**config.mk**
```make
export PLATFORM = sky130hd
export DESIGN_NAME = mem_axi_bist
export DESIGN_NICKNAME = d
export VERILOG_FILES = /design/src/rtl/mem_axi_bist.sv
export SDC_FILE = /design/constraint.sdc
export NUM_CORES = 1
export LEC_CHECK = 0
export CORE_MARGIN = 5
export CORE_UTILIZATION = 40
export CTS_BUF_LIST = sky130_fd_sc_hd__clkbuf_4 sky130_fd_sc_hd__clkbuf_8
export CTS_CLUSTER_DIAMETER = 120
export DETAILED_ROUTE_END_ITERATION = 8
export PLACE_DENSITY = 0.74
export REMOVE_ABC_BUFFERS = 1
export SLEW_MARGIN = 10
export SYNTH_ARGS = -nofsm -noshare
export SYNTH_HDL_FRONTEND = slang
export SYNTH_SLANG_ARGS = --single-unit
```
**constraint.sdc**
```tcl
create_clock -name clk_i -period 12.1 [get_ports clk_i]
set_clock_uncertainty 0.1 [all_clocks]
set_input_delay 2.42 -clock clk_i [delete_from_list [all_inputs] [get_ports clk_i]]
set_output_delay 2.42 -clock clk_i [all_outputs]
set_load 0.02 [all_outputs]
```
**src/rtl/mem_axi_bist.sv**
```systemverilog
`default_nettype none
// +----------------------------------------------------------------------------+
// | Module      : mem_axi_bist                                                 |
// | Description : AXI4 initiator memory self-test. Writes a data pattern over  |
// |               a word range in INCR bursts, reads it back, compares and     |
// |               reports pass/fail, error count and first failing address.    |
// | Option      : MEM_BIST_INVERT_PASS_EN - adds a second write+read pass      |
// |               using the bit-inverted pattern; errors accumulate.           |
// | Ports       : clk_i/rst_n_i   clock, asynchronous active-low reset         |
// |               start_i         one-cycle start pulse (ignored when busy)    |
// |               pattern_i       0 all-0, 1 all-1, 2 55/AA by word, 3 index   |
// |               busy_o/done_o   test running / one-cycle end pulse           |
// |               pass_o          no errors at end, held until next start      |
// |               err_cnt_o       saturating error count                       |
// |               fail_addr_o     byte address of first failure, 0 if none     |
// |               axi_*           AXI4 master AW/W/B/AR/R channels             |
// | Revision    : 1.0 - initial release                                        |
// +----------------------------------------------------------------------------+
module mem_axi_bist #(
   parameter logic [31:0] BASE_ADDR  = 32'h0,
   parameter int          MEM_WORDS  = 1024,
   parameter int          BURST_LEN  = 16,
   parameter int          DATA_WIDTH = 32,
   parameter int          ID_WIDTH   = 4,
   parameter logic [ID_WIDTH-1:0] AXI_ID = '0
) (
   input  logic                    clk_i,
   input  logic                    rst_n_i,
   input  logic                    start_i,
   input  logic [1:0]              pattern_i,
   output logic                    busy_o,
   output logic                    done_o,
   output logic                    pass_o,
   output logic [15:0]             err_cnt_o,
   output logic [31:0]             fail_addr_o,
   // write address
   output logic [ID_WIDTH-1:0]     axi_awid_o,
   output logic [31:0]             axi_awaddr_o,
   output logic [7:0]              axi_awlen_o,
   output logic [2:0]              axi_awsize_o,
   output logic [1:0]              axi_awburst_o,
   output logic                    axi_awvalid_o,
   input  logic                    axi_awready_i,
   // write data
   output logic [DATA_WIDTH-1:0]   axi_wdata_o,
   output logic [DATA_WIDTH/8-1:0] axi_wstrb_o,
   output logic                    axi_wlast_o,
   output logic                    axi_wvalid_o,
   input  logic                    axi_wready_i,
   // write response
   input  logic [1:0]              axi_bresp_i,
   input  logic                    axi_bvalid_i,
   output logic                    axi_bready_o,
   // read address
   output logic [ID_WIDTH-1:0]     axi_arid_o,
   output logic [31:0]             axi_araddr_o,
   output logic [7:0]              axi_arlen_o,
   output logic [2:0]              axi_arsize_o,
   output logic [1:0]              axi_arburst_o,
   output logic                    axi_arvalid_o,
   input  logic                    axi_arready_i,
   // read data
   input  logic [DATA_WIDTH-1:0]   axi_rdata_i,
   input  logic [1:0]              axi_rresp_i,
   input  logic                    axi_rlast_i,
   input  logic                    axi_rvalid_i,
   output logic                    axi_rready_o
);

   localparam int          BYTES       = DATA_WIDTH / 8;
   localparam int          NBURSTS     = MEM_WORDS / BURST_LEN;
   localparam logic [31:0] C_BYTES     = 32'(BYTES);
   localparam logic [31:0] C_BLEN      = 32'(BURST_LEN);
   localparam logic [31:0] C_WORDS     = 32'(MEM_WORDS);
   localparam logic [31:0] C_BURST_B   = 32'(BURST_LEN * BYTES);
   localparam logic [31:0] C_LAST_BEAT = 32'(BURST_LEN - 1);
   localparam logic [31:0] C_LAST_BRST = 32'(NBURSTS - 1);

   localparam logic [2:0] S_IDLE    = 3'd0;
   localparam logic [2:0] S_WR_ADDR = 3'd1;
   localparam logic [2:0] S_WR_DATA = 3'd2;
   localparam logic [2:0] S_WR_RESP = 3'd3;
   localparam logic [2:0] S_RD_ADDR = 3'd4;
   localparam logic [2:0] S_RD_DATA = 3'd5;
   localparam logic [2:0] S_DONE    = 3'd6;

   logic [2:0]            r_state;
   logic [2:0]            w_state_nxt;
   logic [1:0]            r_pattern;
   logic [31:0]           r_burst;
   logic [31:0]           r_beat;
   logic                  r_len_err;
   logic [15:0]           r_err_cnt;
   logic [31:0]           r_fail_addr;
   logic                  r_pass;
`ifdef MEM_BIST_INVERT_PASS_EN
   logic                  r_inv;
`endif

   logic                  w_aw_hs, w_w_hs, w_b_hs, w_ar_hs, w_r_hs;
   logic                  w_beat_last, w_burst_last;
   logic [31:0]           w_idx_raw, w_word_idx;
   logic [31:0]           w_burst_addr, w_beat_addr, w_err_addr;
   logic [DATA_WIDTH-1:0] w_pat, w_exp;
   logic                  w_beat_err, w_len_err, w_b_err;
   logic [1:0]            w_err_inc;
   logic [16:0]           w_err_sum;
   logic [15:0]           w_err_next;

   // Handshakes are decoded from the state so they always agree with the
   // valid/ready values actually driven on the ports.
   assign w_aw_hs      = (r_state == S_WR_ADDR) && axi_awready_i;
   assign w_w_hs       = (r_state == S_WR_DATA) && axi_wready_i;
   assign w_b_hs       = (r_state == S_WR_RESP) && axi_bvalid_i;
   assign w_ar_hs      = (r_state == S_RD_ADDR) && axi_arready_i;
   assign w_r_hs       = (r_state == S_RD_DATA) && axi_rvalid_i;
   assign w_beat_last  = (r_beat == C_LAST_BEAT);
   assign w_burst_last = (r_burst == C_LAST_BRST);

   // Word index only exceeds the range when a slave overruns the last burst
   // (late RLAST), so a single conditional subtract implements the wrap.
   assign w_idx_raw    = r_burst * C_BLEN + r_beat;
   assign w_word_idx   = (w_idx_raw >= C_WORDS) ? (w_idx_raw - C_WORDS) : w_idx_raw;
   assign w_burst_addr = BASE_ADDR + r_burst * C_BURST_B;
   assign w_beat_addr  = BASE_ADDR + w_word_idx * C_BYTES;

   always_comb begin
      w_pat = '0;
      case (r_pattern)
         2'd0:    w_pat = '0;
         2'd1:    w_pat = '1;
         2'd2:    w_pat = w_word_idx[0] ? {BYTES{8'hAA}} : {BYTES{8'h55}};
         default: w_pat = DATA_WIDTH'(w_word_idx);
      endcase
   end

`ifdef MEM_BIST_INVERT_PASS_EN
   assign w_exp = r_inv ? ~w_pat : w_pat;
`else
   assign w_exp = w_pat;
`endif

   // Error sources. A burst length violation is counted once per burst,
   // independent of any data/response error on the same beat.
   assign w_beat_err = w_r_hs && ((axi_rdata_i != w_exp) || (axi_rresp_i != 2'b00));
   assign w_len_err  = w_r_hs && !r_len_err && (axi_rlast_i != w_beat_last);
   assign w_b_err    = w_b_hs && (axi_bresp_i != 2'b00);
   assign w_err_inc  = {1'b0, w_beat_err} + {1'b0, w_len_err} + {1'b0, w_b_err};
   assign w_err_sum  = {1'b0, r_err_cnt} + {15'd0, w_err_inc};
   assign w_err_next = w_err_sum[16] ? 16'hFFFF : w_err_sum[15:0];
   assign w_err_addr = (r_state == S_WR_RESP) ? w_burst_addr : w_beat_addr;

   // ---------------------------------------------------------------- state reg
   always_ff @(posedge clk_i or negedge rst_n_i) begin
      if (!rst_n_i) r_state <= S_IDLE;
      else          r_state <= w_state_nxt;
   end

   // ---------------------------------------------------------------- next state
   always_comb begin
      w_state_nxt = r_state;
      case (r_state)
         S_IDLE:    if (start_i) w_state_nxt = S_WR_ADDR;
         S_WR_ADDR: if (w_aw_hs) w_state_nxt = S_WR_DATA;
         S_WR_DATA: if (w_w_hs && w_beat_last) w_state_nxt = S_WR_RESP;
         S_WR_RESP: if (w_b_hs) w_state_nxt = w_burst_last ? S_RD_ADDR : S_WR_ADDR;
         S_RD_ADDR: if (w_ar_hs) w_state_nxt = S_RD_DATA;
         S_RD_DATA: begin
            if (w_r_hs && axi_rlast_i) begin
               if (!w_burst_last) begin
                  w_state_nxt = S_RD_ADDR;
               end else begin
`ifdef MEM_BIST_INVERT_PASS_EN
                  w_state_nxt = r_inv ? S_DONE : S_WR_ADDR;
`else
                  w_state_nxt = S_DONE;
`endif
               end
            end
         end
         S_DONE:    w_state_nxt = S_IDLE;
         default:   w_state_nxt = S_IDLE;
      endcase
   end

   // ---------------------------------------------------------------- outputs
   always_comb begin
      axi_awvalid_o = (r_state == S_WR_ADDR);
      axi_wvalid_o  = (r_state == S_WR_DATA);
      axi_bready_o  = (r_state == S_WR_RESP);
      axi_arvalid_o = (r_state == S_RD_ADDR);
      axi_rready_o  = (r_state == S_RD_DATA);
      busy_o        = (r_state != S_IDLE) && (r_state != S_DONE);
      done_o        = (r_state == S_DONE);
   end

   assign axi_awid_o    = AXI_ID;
   assign axi_awaddr_o  = w_burst_addr;
   assign axi_awlen_o   = 8'(BURST_LEN - 1);
   assign axi_awsize_o  = 3'($clog2(BYTES));
   assign axi_awburst_o = 2'b01;
   assign axi_arid_o    = AXI_ID;
   assign axi_araddr_o  = w_burst_addr;
   assign axi_arlen_o   = 8'(BURST_LEN - 1);
   assign axi_arsize_o  = 3'($clog2(BYTES));
   assign axi_arburst_o = 2'b01;
   assign axi_wdata_o   = w_exp;
   assign axi_wstrb_o   = '1;
   assign axi_wlast_o   = w_beat_last;

   assign pass_o        = r_pass;
   assign err_cnt_o     = r_err_cnt;
   assign fail_addr_o   = r_fail_addr;

   // ---------------------------------------------------------------- datapath
   always_ff @(posedge clk_i or negedge rst_n_i) begin
      if (!rst_n_i) begin
         r_pattern   <= 2'd0;
         r_burst     <= '0;
         r_beat      <= '0;
         r_len_err   <= 1'b0;
         r_err_cnt   <= 16'd0;
         r_fail_addr <= 32'd0;
         r_pass      <= 1'b0;
`ifdef MEM_BIST_INVERT_PASS_EN
         r_inv       <= 1'b0;
`endif
      end else begin
         case (r_state)
            S_IDLE: begin
               if (start_i) begin
                  r_pattern   <= pattern_i;
                  r_burst     <= '0;
                  r_beat      <= '0;
                  r_len_err   <= 1'b0;
                  r_err_cnt   <= 16'd0;
                  r_fail_addr <= 32'd0;
                  r_pass      <= 1'b0;
`ifdef MEM_BIST_INVERT_PASS_EN
                  r_inv       <= 1'b0;
`endif
               end
            end
            S_WR_DATA: begin
               if (w_w_hs) r_beat <= w_beat_last ? '0 : r_beat + 32'd1;
            end
            S_WR_RESP: begin
               if (w_b_hs) r_burst <= w_burst_last ? '0 : r_burst + 32'd1;
            end
            S_RD_DATA: begin
               if (w_r_hs) begin
                  if (w_len_err) r_len_err <= 1'b1;
                  if (axi_rlast_i) begin
                     r_beat    <= '0;
                     r_len_err <= 1'b0;
                     r_burst   <= w_burst_last ? '0 : r_burst + 32'd1;
`ifdef MEM_BIST_INVERT_PASS_EN
                     if (w_burst_last) r_inv <= 1'b1;
`endif
                  end else begin
                     r_beat <= r_beat + 32'd1;
                  end
               end
            end
            default: ;
         endcase

         if (w_err_inc != 2'd0) begin
            r_err_cnt <= w_err_next;
            if (r_err_cnt == 16'd0) r_fail_addr <= w_err_addr;
         end

         // Pass is resolved on entry to DONE so it is valid with done_o and
         // includes any error on the final beat.
         if ((r_state == S_RD_DATA) && (w_state_nxt == S_DONE))
            r_pass <= (w_err_next == 16'd0);
      end
   end

endmodule
`default_nettype wire

```
==> flow_metrics.env <==
export IMPL_cts_root_buffer="clkbuf_8"
export IMPL_grt_use_total=0.2288
export IMPL_die_height_um=171.4
export IMPL_antenna_found_initial=0
export IMPL_avgSynthCellArea_sq_um=8.063
export IMPL_cp_start_kind="flip-flop"
export IMPL_synth_most_common_cell="nor2_1"
export IMPL_area_growth_pct=18.71
export IMPL_htree_levels=4
export IMPL_fin_util=0.4790
export IMPL_worst_hold_slack_ns=0.4029
export IMPL_dieArea_sq_um=29390
export IMPL_setup_viol=0
export IMPL_n_fill_cell=2516
export IMPL_hold_violations=0
export IMPL_max_freq_mhz=121.4
export IMPL_crit_top_cell="fa_1"
export IMPL_irDropWorstVdd_mv=0.1601
export IMPL_start_util=0.4035
export IMPL_cts_post_setup_buffers_inserted=0
export IMPL_synth_common_cells="132 x nor2_1, 119 x dfrtp_1, 104 x a21oi_1, 104 x buf_4, 102 x nand2_1"
export IMPL_firstDrtPassIters=8
export IMPL_maxCapViolations=0
export IMPL_cts_tree="yes"
export IMPL_drt_initial_drc_count=996
export IMPL_p_total_mw=1.800
export IMPL_grt_pass1_vias=9501
export IMPL_clock_latency_ns=0.47
export IMPL_power_density_nw_per_um2=145.5
export IMPL_grt_max_degree=65
export IMPL_cts_resized=0
export IMPL_cts_hold_buf=0
export IMPL_synth_seq_cells=119
export IMPL_crit_fanout=15
export IMPL_leakage_nw=5.247
export IMPL_layout_min_cycle_time_ns=8.236
export IMPL_syn_inst=1293
export IMPL_dp_cells=1714
export IMPL_clkTransAtPathRegs_ns=0.08
export IMPL_worstMarginPinSlew_ns=1.191
export IMPL_rows=59
export IMPL_layout_drive_gt1_share=0.07736
export IMPL_path_class="reg2reg"
export IMPL_ios=238
export IMPL_cts_buffers=17
export IMPL_crit_slowest_cell="and4b_1"
export IMPL_grt_first_pass_wirelength_mm=53.18
export IMPL_synth_cell_types=94
export IMPL_clock_path_buffers=2
export IMPL_yosys_warnings=0
export IMPL_endpoint_kind="flip-flop"
export IMPL_die_x_um=171.4
export IMPL_hold_path_class="reg2reg"
export IMPL_required_ns=12.37
export IMPL_viasPerCell=5.843
export IMPL_seq_area_frac_synth=0.2856
export IMPL_fin_crit_sh=0.6807
export IMPL_drtAntennaViolNets=0
export IMPL_yosys_area_top_type="dfrtp_1"
export IMPL_place_congestion=0.9343
export IMPL_coreArea_sq_um=25840
export IMPL_fin_nets=1482
export IMPL_diodes=0
export IMPL_arrival_ns=8.50
export IMPL_drv_slew=0
export IMPL_critical_path_top_delay_family="simple AND/OR/NAND/NOR gates"
export IMPL_status="finished clean"
export IMPL_synthTopCellsByArea="dfrtp_1 29%, buf_4 7.5%, a21oi_1 5.0%, nor2_1 4.8%, xor2_1 4.3%"
export IMPL_io_buffers=187
export IMPL_cts_sinks=119
export IMPL_netlist_area_sq_um=10420
export IMPL_async_reset_ff_frac=1.000
export IMPL_rsz0062_at_grt="no"
export IMPL_layout_cells_non_filler=1744
export IMPL_maxSlewHeadroom=0.1989
export IMPL_vias=10190
export IMPL_drc=0
export IMPL_totalWireLength_mm=34.81
export IMPL_gr_total_overflow=0
export IMPL_place_hpwl_mm=26.56
export IMPL_synth_top_area_share=0.2856
export IMPL_max_stage_delay_ns=0.51
export IMPL_synthFlopType="dfrtp_1"
export IMPL_fin_tns_setup_ns=0
export IMPL_wl_per_cell_um=19.96
export IMPL_synth_edf_count=0
export IMPL_worstPathBufferInverterCount=1
==> report_power, final <==
group          switching, mW  internal (mW)
clock                  0.173          0.237
sequential            0.0359          0.421
combinational          0.573          0.361
total                  0.782           1.02
==> cells by family after synthesis <==
| logic type | count (synthesis) | synth area share |
|---|---|---|
| simple gates | 509 | 0.2522 |
| compound gates | 336 | 0.2151 |
| buf+inv | 183 | 0.1065 |
| flops | 119 | 0.2856 |
| xor+xnor | 93 | 0.07957 |
| fa+ha+maj | 37 | 0.04657 |
| mux | 14 | 0.01380 |
| other cells | 2 | 0.0007204 |
==> worst register-to-register path: cells and delay by family, from the launching register on <==
family	cells	cell delay (ns)
buf+inv	1	0.09
flops	1	0.47
simple gates	13	3.22
fa+ha+maj	5	1.59
xor+xnor	1	0.21
compound gates	9	2.45
==> area by class of cell <==
class	instances	area [sq um]	share of cell area
inverter	24	90.09	0.007279
sequential	119	2978	0.2406
clock buffer	22	277.8	0.02244
multi-input combinational	1039	6518	0.5266
clock inverter	8	148.9	0.01203
timing repair buffer	197	1944	0.1571
tap	335	419.2	0.03387
==> layer usage <==
| layer | GRT usage | up-vias | wire length (um) |
|---|---|---|---|
| li1 | - | 4748 | - |
| met1 | 0.3013 | 4940 | 14810 |
| met2 | 0.3772 | 432 | 16600 |
| met3 | 0.03861 | 70 | 2385 |
| met4 | 0.08750 | 0 | 1013 |
| met5 | 0 | - | 0 |
==> final timing paths <==
| kind | startpoint | endpoint | slack (ns) | cells after the start |
|---|---|---|---|---|
| setup / recovery | r_burst[0] | err_cnt_o[3] | 3.86 | 29 |
| hold / removal | r_len_err | r_len_err | 0.40 | 1 |
| setup reg to reg | r_burst[0] | err_cnt_o[3] | 3.86 | 29 |
| hold reg to reg | r_len_err | r_len_err | 0.40 | 1 |
| max in group asynchronous | rst_n_i | fail_addr_o[15] | 8.65 | 2 |
| min in group asynchronous | rst_n_i | r_burst[29] | 1.91 | 1 |
==> layout by cell type, fill, tap and decap left out, types with 7 or more instances in the layout <==
cell             instances
clkdlybuf4s50_1        186
nor2_1                 132
dfrtp_1                119
a21oi_1                104
nand2_1                102
o21ai_0                 76
nand3_1                 66
xor2_1                  51
conb_1                  50
xnor2_1                 40
ha_1                    34
and3_1                  31
nor3_1                  27
nand4_1                 25
inv_1                   24
nor4_1                  24
or3_1                   22
a31oi_1                 18
clkbuf_8                18
a211oi_1                14
o21ai_1                 12
nand2b_1                12
mux2i_1                 11
a31o_2                  11
buf_4                   11
a21o_1                  10
a311oi_1                10
o31ai_1                 10
and2_1                   9
nor2b_1                  8
o211ai_1                 7
==> registers in the layout (all words and copies together) (netlist names) <==
name         cells
r_beat          32
r_len_err        1
r_state          3
r_burst         32
err_cnt_o       16
r_pattern        2
fail_addr_o     32
pass_o           1
==> through the flow <==
stage / instance area (sq um) / worst slack [ns]
floorplan: 9585 / 4.345
global placement: 11950 / 4.180
detailed placement: 11950 / 3.977
CTS: 12380 / 3.927
global route: 12380 / 3.381
finish: 12380 / 3.864
No activity file was read; power rests on OpenSTA's default activity.
==> RTL change, RTL diff (same settings) <==
Set the parameter `MEM_WORDS` to 768 (it was 1024).
--- a/src/rtl/mem_axi_bist.sv
+++ b/src/rtl/mem_axi_bist.sv
@@ -19,5 +19,5 @@
 module mem_axi_bist #(
    parameter logic [31:0] BASE_ADDR  = 32'h0,
-   parameter int          MEM_WORDS  = 1024,
+   parameter int          MEM_WORDS  = 768,
    parameter int          BURST_LEN  = 16,
    parameter int          DATA_WIDTH = 32,
Behaviour: no difference found for any inputs over 4 cycles, from zero or initial values and one cycle with rst_n_i low; that may be too few to reach the edited logic, so the function may still have changed.
==> RTL change against the unedited design <==
Non-clock buffer count is 1 higher. Power is 0.71% higher. Utilization is 0.16 points lower. Sequential power is 0.9% lower. Setup slack worse by 0.99 ns. Critical endpoint is now err_cnt_o[13]. Routed wire length is 10% higher. Final cell count is 11% higher. Critical path depth is 4 lower. Fmax is 11% lower. Sequential cell count stayed put. Area after synthesis is 8.4% higher. Final area is 7.5% higher.
==> RTL change: results (changes against the unedited design) <==
GRT
  – Largest net degree at the start of global routing: 68 (+4.6%)
  – Total track usage: 23.2% (+0.34 points)
  – Vias in the first global route: 10,815 (+14%)
  – Global-route wire length before repair: 59,000 um (+11%)

Routing
  – DRT Pass-1 Iters: 6 (-2)
  – Routed length per placed instance: 19.8 um (-0.93%)
  – Via count: 11,527 (+13%)
  – First DRT Iteration DRCs: 1,227 (+23%)
  – DRC viols: 0 (unchanged)

Synthesis
  – Most instantiated cells after synthesis: 155 x nor2_1, 119 x dfrtp_1, 114 x a21oi_1
  – Yosys cell types: 99 (+5.3%)
  – Synth top area cells: dfrtp_1 26%, buf_4 6.9%, nor2_1 5.1%, a21oi_1 5.0%, o21ai_0 3.8%
  – Register area share after synthesis: 26.4% (-2.2 points)
  – Yosys warning count: 0 (unchanged)

Placed design
  – Setup WS pre-CTS: 2.66 ns (-1.32 ns)
  – Post-DP HPWL: 29,100 um (+9.7%)

Critical path
  – CP Launch Point: axi_rdata_i[18]
  – Setup crit end: err_cnt_o[13]
  – CP max stage cell: o311ai_1
  – CP arrival: 9.47 ns (+0.97 ns)
  – Reg2reg path depth: 26 (-10%)
  – Crit Reg-Reg Startpoint: r_burst[6]
  – Worst reg2reg path endpoint: err_cnt_o[13]
  – CP max stage delay: 0.57 ns (+0.06 ns)

Status
  – Status: finished clean

Pwr
  – Peak VDD IR: 0.0576 mV (-64%)

Finish
  – Final net count: 1,628 (+9.9%)
  – FILL cells: 2,734 (+8.7%)
  – Share of cells above drive strength 1: 6.03% (-1.7 points)

Timing
  – Max_slew headroom: 36.7% (+17 points)

Clock tree
  – Worst skew pair latency: 0.45 ns (-0.02 ns)
[RTL change: kinds of logic after synthesis]
| family | synth area share, % |
|---|---|
| simple gates | 26.8 |
| buf+inv | 10.6 |
| fa+ha+maj | 4.19 |
| flops | 26.4 |
| other cells | 0.0665 |
| xor+xnor | 6.19 |
| compound gates | 24.2 |
| mux | 1.56 |
[RTL change: tightest hold or removal path, cell delays in order, from the launching register on]
cell,delay (ns)
dfrtp_1,0.34
nand3_1,0.06
o21ai_0,0.07
[RTL change: layer usage]
| layer | wire [um] | track usage [%] | up-vias |
|---|---|---|---|
| met5 | 0 | 0 | - |
| met1 | 16600 | 31.9 | 5465 |
| met2 | 17200 | 36.6 | 570 |
| met4 | 1090 | 8.35 | 0 |
| met3 | 3410 | 4.30 | 79 |
| li1 | - | - | 5413 |
[RTL change: worst min-delay path by stage]
stage,slack [ns],cells after the start,start,endpoint
3_3_place_gp,0.39,2,fail_addr_o[17],fail_addr_o[17]
6_report,0.40,2,fail_addr_o[6],fail_addr_o[6]
3_5_place_dp,0.39,2,pass_o,pass_o
2_1_floorplan,0.41,2,r_burst[31],r_burst[31]
4_1_cts,0.41,2,fail_addr_o[6],fail_addr_o[6]
5_1_grt,0.43,2,fail_addr_o[6],fail_addr_o[6]
[RTL change: metrics by stage]
step / cell area, sq um / cells
2_1_floorplan: 10400 / 1328
3_3_place_gp: 12800 / 1904
3_5_place_dp: 12800 / 1904
4_1_cts: 13300 / 1936
5_1_grt: 13300 / 1936
6_report: 13300 / 1936
[RTL change: where the power goes]
group,leakage (uW),total [uW],internal (uW),switching [uW]
logic,0.00358,921,345,576
clock network,0.000227,439,256,184
registers,0.00165,453,415,37.3
[RTL change: cell type report]
class	instances	area [sq um]	area share (%)
multi-input cells	1178	7310	54.9
inverters	31	116	0.875
well taps	378	473	3.56
repair buffers	198	1950	14.7
flip-flops and latches	119	2980	22.4
clock buffers	19	255	1.92
clock inverters	13	216	1.63
